[config.mk]
export PLATFORM = sky130hd
export DESIGN_NAME = shift_cipher_lanes
export DESIGN_NICKNAME = d
export VERILOG_FILES = /design/src/rtl/shift_cipher_lanes_pkg.sv /design/src/rtl/shift_cipher_lanes_byte_rot.sv /design/src/rtl/shift_cipher_lanes.sv
export SDC_FILE = /design/constraint.sdc
export NUM_CORES = 1
export LEC_CHECK = 0
export ABC_AREA = 0
export CAP_MARGIN = 30
export CORE_MARGIN = 10
export CORE_UTILIZATION = 45
export DETAILED_ROUTE_END_ITERATION = 12
export GPL_TIMING_DRIVEN = 0
export HOLD_SLACK_MARGIN = 0.15
export PLACE_DENSITY_LB_ADDON = 0.25
export SYNTH_ARGS = -nofsm -noshare
export SYNTH_HDL_FRONTEND = slang
export SYNTH_HIERARCHICAL = 1
export SYNTH_SLANG_ARGS = --single-unit
[constraint.sdc]
create_clock -name clk -period 18.4 [get_ports clk]
set_input_delay 5.52 -clock clk [delete_from_list [all_inputs] [get_ports clk]]
set_output_delay 5.52 -clock clk [all_outputs]
set_load 0.02 [all_outputs]
[src/rtl/shift_cipher_lanes_pkg.sv]
// Shared constants, types and helpers for the multi-lane Caesar shift cipher.
package cipher_pkg;

  localparam int         ALPHA_LEN  = 26;
  localparam logic [7:0] ASCII_UP_A = 8'h41;
  localparam logic [7:0] ASCII_LO_A = 8'h61;

  typedef enum logic [1:0] {CLS_OTHER, CLS_UPPER, CLS_LOWER} char_cls_t;
  typedef enum logic {MODE_ENC, MODE_DEC} cipher_mode_t;

  // Wide input so sums of key, lane offsets and steps reduce without truncation.
  function automatic logic [4:0] mod26(input logic [15:0] x);
    return 5'(x % 16'(ALPHA_LEN));
  endfunction

  function automatic char_cls_t classify(input logic [7:0] b);
    if (b >= ASCII_UP_A && b <= ASCII_UP_A + 8'd25) return CLS_UPPER;
    if (b >= ASCII_LO_A && b <= ASCII_LO_A + 8'd25) return CLS_LOWER;
    return CLS_OTHER;
  endfunction

endpackage

[src/rtl/shift_cipher_lanes_byte_rot.sv]
// Combinational single-lane rotate; letters shift within their own case, everything else passes through.
module cipher_byte_rot
  import cipher_pkg::*;
(
  input  logic [7:0]   byte_in,
  input  char_cls_t    cls,
  input  logic [4:0]   key,
  input  cipher_mode_t mode,
  input  logic         en,
  output logic [7:0]   byte_out
);

  logic [7:0]  base;
  logic [15:0] idx;
  logic [4:0]  rot;

  always_comb begin
    base = (cls == CLS_LOWER) ? ASCII_LO_A : ASCII_UP_A;
    idx  = 16'(byte_in - base);
    if (mode == MODE_ENC) rot = mod26(idx + 16'(key));
    else                  rot = mod26(idx + 16'(ALPHA_LEN) - 16'(key));
    byte_out = byte_in;
    if (en && cls != CLS_OTHER) byte_out = base + 8'(rot);
  end

endmodule

[src/rtl/shift_cipher_lanes.sv]
// LANES-wide Caesar/rolling-key cipher behind a 2-stage stall-capable valid/ready pipeline.
module shift_cipher_lanes
  import cipher_pkg::*;
#(
  parameter int LANES = 4,
  parameter int KEY_W = 5
) (
  input  logic               clk,
  input  logic               rst,
  input  logic               in_valid,
  output logic               in_ready,
  input  logic [8*LANES-1:0] in_data,
  input  logic               mode,
  input  logic               shift_en,
  input  logic               roll_en,
  input  logic [KEY_W-1:0]   roll_step,
  input  logic               key_load,
  input  logic [KEY_W-1:0]   key_in,
  output logic               out_valid,
  input  logic               out_ready,
  output logic [8*LANES-1:0] out_data,
  output logic [4:0]         cur_key
);

  logic               v1_q, v1_d, v2_q, v2_d;
  logic [4:0]         key_q, key_d;
  logic [8*LANES-1:0] data1_q, data1_d;
  char_cls_t          cls1_q [LANES];
  char_cls_t          cls1_d [LANES];
  logic [4:0]         k1_q [LANES];
  logic [4:0]         k1_d [LANES];
  cipher_mode_t       mode1_q, mode1_d;
  logic               shen1_q, shen1_d;
  logic [8*LANES-1:0] out_data_q, out_data_d;
  logic [8*LANES-1:0] rot_data;
  logic               s1_adv, s2_adv, accept;

  for (genvar g = 0; g < LANES; g++) begin : g_lane
    cipher_byte_rot u_rot (
      .byte_in  (data1_q[8*g +: 8]),
      .cls      (cls1_q[g]),
      .key      (k1_q[g]),
      .mode     (mode1_q),
      .en       (shen1_q),
      .byte_out (rot_data[8*g +: 8])
    );
  end

  always_comb begin
    s2_adv   = !v2_q || out_ready;
    s1_adv   = !v1_q || s2_adv;
    in_ready = !rst && s1_adv;
    accept   = in_valid && in_ready;

    v1_d       = v1_q;
    v2_d       = v2_q;
    key_d      = key_q;
    data1_d    = data1_q;
    cls1_d     = cls1_q;
    k1_d       = k1_q;
    mode1_d    = mode1_q;
    shen1_d    = shen1_q;
    out_data_d = out_data_q;

    if (s1_adv) begin
      v1_d = accept;
      if (accept) begin
        data1_d = in_data;
        mode1_d = cipher_mode_t'(mode);
        shen1_d = shift_en;
        for (int i = 0; i < LANES; i++) begin
          cls1_d[i] = classify(in_data[8*i +: 8]);
          k1_d[i]   = mod26(16'(key_q) + (roll_en ? 16'(i) * 16'(roll_step) : 16'd0));
        end
      end
    end

    if (s2_adv) begin
      v2_d = v1_q;
      if (v1_q) out_data_d = rot_data;
    end

    // Lane keys above were built from the old key, so a same-cycle load only affects later beats.
    if (key_load)              key_d = mod26(16'(key_in));
    else if (accept && roll_en) key_d = mod26(16'(key_q) + 16'(LANES) * 16'(roll_step));
  end

  always_ff @(posedge clk) begin
    if (rst) begin
      v1_q       <= 1'b0;
      v2_q       <= 1'b0;
      key_q      <= 5'd0;
      out_data_q <= '0;
    end else begin
      v1_q       <= v1_d;
      v2_q       <= v2_d;
      key_q      <= key_d;
      out_data_q <= out_data_d;
    end
  end

  always_ff @(posedge clk) begin
    data1_q <= data1_d;
    cls1_q  <= cls1_d;
    k1_q    <= k1_d;
    mode1_q <= mode1_d;
    shen1_q <= shen1_d;
  end

  assign out_valid = v2_q;
  assign out_data  = out_data_q;
  assign cur_key   = key_q;

endmodule

==> Word-level counts from Yosys, hierarchy flattened <==
Cells that the tools add are included.
{ "op_classes": {"add_sub_neg": 24, "multipliers": 1, "div": 14, "order_cmp": 16, "n_eq_ne": 4, "shifts": 0, "muxes": 61, "n_bitwise": 0, "reduce_logical": 27} }
{ "op_table": {"columns": ["op", "n"], "rows": [
  ["$mod 16x5->16 const B", 12],
  ["$add 16x5->16", 4],
  ["$add 16x5->16 const B", 4],
  ["$ge 8x7->1 const B", 8],
  ["$le 8x7->1 const B", 8],
  ["$sub 16x5->16", 4],
  ["$sub 8x8->9", 4],
  ["$mux 5", 7],
  ["$add 8x5->8", 4],
  ["$mod 5x5->16 const B", 2],
  ["$mux 2", 16],
  ["$mux 8", 4],
  ["$mux 6", 5],
  ["$mux 1", 28],
  ["$add 5x7->8", 2],
  ["$logic_and 1x1->1", 15],
  ["$reduce_bool 2->1", 5],
  ["$eq 2x2->1 const B", 4],
  ["$add 5x6->7", 1],
  ["$mul 2x5->7 const A", 1],
  ["$mux 7", 1],
  ["$add 5x5->6", 1],
  ["$reduce_and 2->1", 2],
  ["$logic_not 1->1", 3],
  ["$logic_or 1x1->1", 2]
]} }
{ "totals": {"reg_bits": 101, "latch_bits": 0, "mem_bits_rw": 0, "mem_bits_ro": 0, "in_bits": 50, "out_inout_bits": 39, "elab_cells": 162, "n_memories": 0} }

==> Longest topological paths before layout <==
Gate-level depths: netlist of the first run.
{ "logic_depth": {"word_depth": 12, "mapped_depth": 38, "depth_no_buf": 36} }

==> By module <==
The synthesis of the first run kept the hierarchy.
{ "modules_own_cells": {"columns": ["module", "n_inst", "cells_each", "area_per_inst_um2"], "rows": [
  ["cipher_byte_rot", 4, 376, 2756.4],
  ["shift_cipher_lanes", 1, 645, 6119.6]
]} }

==> Least setup slack after synthesis of the first run <==
Ideal clock, no wire load.
{ "synth_path": {"path_kind": "input-to-output", "from": "input port rst", "to": "output port in_ready", "arrival_ns": 6.006, "path_slack_ns": 6.874, "stages": 2, "cell_sequence": "clkbuf_1 > a21oi_1"} }
{ "synth_between": {"elab_chain_len": 2} }
{ "synth_rtl": {"columns": ["element", "line_no", "rtl"], "rows": [
  ["start, declared", "shift_cipher_lanes.sv:9", "input logic rst,"],
  ["$logic_not 1->1", "shift_cipher_lanes.sv:52", "in_ready = !rst && s1_adv;"],
  ["$logic_and 1x1->1", "shift_cipher_lanes.sv:52", null],
  ["end, declared", "shift_cipher_lanes.sv:11", "output logic in_ready,"]
]} }
No other way between the ends.

==> Final worst setup path of the first run <==
{ "layout_path": {"from": "input port out_ready", "to": "output port in_ready"} }
{ "layout_between": {"elab_chain_len": 3} }
{ "layout_rtl": {"columns": ["element", "line_no", "rtl"], "rows": [
  ["start, declared", "shift_cipher_lanes.sv:20", "input logic out_ready,"],
  ["$logic_or 1x1->1", "shift_cipher_lanes.sv:50", "s2_adv = !v2_q || out_ready;"],
  ["$logic_or 1x1->1", "shift_cipher_lanes.sv:51", "s1_adv = !v1_q || s2_adv;"],
  ["$logic_and 1x1->1", "shift_cipher_lanes.sv:52", null]
]} }
No other way between the ends.

==> results.md, run 1 <==
| Item | Value |
|---|---|
| Cell Area, Synth | 17,100 um^2 |
| Maximum VDD drop | 85.6 uV |
| Total of endpoints with negative setup slack in the final report | 0 |
| Synthesis-stage register bit count | 99 |
| Required time reported for the critical path endpoint | 12.88 ns |
| CTS clk-pin slew, worst paths | 0.07 ns |
| CP max stage cell | clkdlybuf4s50_1 |
| CP Class | input port to output pin |
| Sort of element at the end of the critical path | output pin |
| Outcome | complete, no violations |
| Total grt overflow | 0 |
| CTS sink cnt | 99 |
| Relative max-transition margin | 41.6% |
| Fraction of synthesized cell area taken by the top area cell type | 10.5% |
| Pre-CTS worst setup slack | 5.75 ns |
| Average instance area after synthesis | 7.98 um^2 |
| TritonCTS clock tree | yes |
| Area taken by multi-input logic gates | 13,500 um^2 |
| Routed wirelength normalized by instance count | 17.5 um |
| Cell type with the highest aggregate area in the netlist | edfxtp_1 |
| GRT met3 Usage | 3.23% |
| Critical-path cell list | clkdlybuf4s50_1 > nor2b_1 > a21oi_1 > clkdlybuf4s50_1 |
| Placed wire-length estimate | 38.8 mm |
| Overall via count from detail_route | 16,800 |
| DR vias/cell | 6.09 |
| Initial DRT Pass Iterations | 5 |
| Worst reg2reg path startpoint | cls1_q[4] |
| Clock insertion delay at the later pin of the skew report | 0.38 ns |
| Die outline width | 215 um |
| Count of hold-fix buffers inserted at cts | 0 |
| Setup WS post-layout | 5.70 ns |
| Worst min-delay path category | flop to flop |
| Maximum net fanout on the critical path | 5 |
| Final RePlAce weighted congestion | 0.913 |
| Remaining routing DRC violations | 0 |
| Number of hold violations in the final report | 0 |
| Number of port buffers | 85 |
| Deepest level of the CTS H-tree | 3 |
| Met1 track demand over resource | 27.1% |
| Final layout net count | 2,447 |
| Type of element launching the critical path | input port |
| Root buffer cell | clkbuf_16 |
| Worst clock skew | 0.0159 ns |
| Sequential cell area | 2580 um^2 |
| Crit path DAT | 7.18 ns |
| Final-layout fill cell count | 3,701 |
| Number of enable-type register cells in the synthesized netlist | 60 |
| Layer with the highest usage | met2 |
| Hold Crit Start | out_data[6] |
| Setup repair after global routing missed its margin | no |
| Initial cell density of the core | 45.5% |
| Maximum Capacitance Violations | 0 |
| Cell variety after synth | 119 |
| Number of antenna violations at the first check in global routing | 1 |
| Maximum clock insertion buffer count | 2 |
| Summed negative setup slack over all endpoints | 0 ns |
| DRT iter0 DRCs | 1,460 |
| Via count of the first global-routing pass | 15,600 |
| Routed Wire Length | 48.3 mm |
| Area Growth Syn to Fin | 10.5% |
| Most instantiated flip-flop cell in the synthesis netlist | edfxtp_1 |
| Die outline height | 215 um |
| CORE AREA | 37,700 um^2 |
| Synth Net Count | 2,350 |
| Sequential area share after synthesis | 15.1% |
| Combined global-route utilization of all metal layers | 19.8% |
| Largest net degree at the start of global routing | 63 |
| Synthesized instance count | 2,149 |
| Ys async rst share | 0% |
| Leading cell types by total area after synthesis | edfxtp_1, ha_1, nand2_1 |
| Ports | 89 |
| Final antenna-violating net count | 0 |
| Worst hold margin | 0.455 ns |
| Endpoint of the worst hold path | out_data[6] |
| Cell count of the worst reg-to-reg path | 34 |
| Placement Rows | 71 |
| Total power density per cell area | 162 nW/um^2 |
| Highest clock frequency the design can meet | 78.7 MHz |
| End of the worst register-to-register path | out_data[12] |
| Pin slew with the least headroom to its limit | 0.876 ns |
| Register-to-Register Setup Slack | 9.60 ns |
| Number of buffers inserted by post-CTS setup repair | 0 |
| Layout cell share with drive strength beyond 1 | 13.2% |
| Post-cts sizing count | 0 |
| Period minus WS final | 12.70 ns |
| Met2 Resource Use GR | 32.2% |
| Area of all placed cells without fillers | 18,900 um^2 |
| Ratio of final minimum period to clock period | 69.0% |
| Leakage power figure | 7.36 nW |
| TritonCTS buffer count | 9 |
| Hold Path Cell Cnt | 2 |
| Wire length of the first global-routing pass | 78.6 mm |
| Ys Warns | 6 |
| Die Outline Area | 46,300 um^2 |
| Most common cell on crit path | clkdlybuf4s50_1 |
| Largest stage delay on the critical path | 0.69 ns |
| Placed cell area | 18,700 um^2 |
| Final Max Tran Viols | 0 |
[per-layer routing]
| metal | wire length (um) | vias up |
|---|---|---|
| met5 | 0 | - |
| met4 | 701 | 0 |
| met3 | 2630 | 51 |
| met2 | 21600 | 502 |
| met1 | 23300 | 8012 |
| li1 | - | 8275 |
[registers in the layout, indices dropped and copies added (netlist names)]
name,count
shen1_q,1
mode1_q,1
data1_q,32
out_valid,1
cur_key,5
cls1_q,8
k1_q,18
v1_q,1
out_data,32
[worst max-delay path: cells and delay by family]
kind | cells | cell delay (ns)
compound gates | 1 | 0.16
simple gates | 1 | 0.41
buf+inv | 2 | 1.08
[logic make-up after synthesis]
logic type | synth area share (%)
flip-flops | 15.1
multiplexers | 4.69
XOR/XNOR | 5.77
AO/OA/AOI/OAI | 32.9
buffers and inverters | 6.10
AND/OR/NAND/NOR | 23.7
adder cells (fa/ha/maj) | 11.8
[worst max path at each step]
stage                    end      start  slack [ns]  cells past startpoint
CTS                 in_ready  out_ready        5.74                      4
finish              in_ready  out_ready        5.70                      4
detailed placement  in_ready  out_ready        5.75                      4
global placement    in_ready  out_ready        5.79                      4
global route        in_ready  out_ready        5.66                      4
floorplan           in_ready        rst        6.87                      2
[final cells by class]
type | count | area share, %
Tap cell | 511 | 3.38
Sequential cell | 99 | 13.6
Timing Repair Buffer | 86 | 4.57
Antenna cell | 1 | 0.0132
Inverter | 151 | 2.99
Clock inverter | 5 | 0.185
Multi-Input combinational cell | 1838 | 71.4
Clock buffer | 11 | 1.33
Buffer | 61 | 2.53
[stage by stage]
stage               power [mW]  std cells  utilization (%)
finish                    3.07       2763             50.3
global route              3.36       2762             50.3
detailed placement        2.83       2746             49.5
CTS                       3.03       2762             50.3
global placement          2.79       2745             49.5
floorplan                 2.33       2149                -
[where the power goes]
part           switching [mW]  total, mW  leakage, nW  internal (mW)
Combinational            1.57       2.58         6.32           1.01
Sequential             0.0304      0.298        0.893          0.268
Clock                  0.0882      0.188        0.146         0.0995
[cells in the mapped netlist, types with 26 or more instances]
library cell / count
nand2b_1: 26
nor2_1: 194
nand3_1: 54
dfxtp_1: 39
xnor2_1: 51
xor2_1: 36
ha_1: 138
nand2_1: 256
mux2i_1: 47
o21ai_0: 88
o211ai_1: 26
a21oi_1: 179
inv_1: 142
edfxtp_1: 60
nor3_1: 51
a211oi_1: 44
[placed cells by master, fill, tap and decap left out, drive strengths merged, types with 42 or more instances in the layout]
cell           netlist  layout
o21ai              109     109
nand3               55      55
nand2              260     260
a21oi              183     183
edfxtp              60      60
nor3                52      52
mux2i               51      51
xor2                42      42
ha                 138     138
nor2               195     195
clkdlybuf4s50        0      85
inv                147     149
a211oi              55      55
clkbuf              34      45
xnor2               59      59
No activity file was read; power rests on OpenSTA's default activity.
==> inputs of run 2 (changes only) <==
- clock period: 18.4 -> 12.8 ns (I/O delays scaled with it)
==> results of run 2 <==
Same layout as run 1 (identical final DEF). Status: complete, no violations.
Main changes from that run: setup slack after placement 5.75 ns -> 2.92 ns; setup slack after layout 5.70 ns -> 3.20 ns; start point of the critical path out_ready -> roll_step[1]; end point of the critical path in_ready -> k1_q[3]; register-to-register setup slack 9.60 ns -> 4.00 ns; total power 3.07 mW -> 4.41 mW; worst IR drop on VDD 85.6 uV -> 123 uV
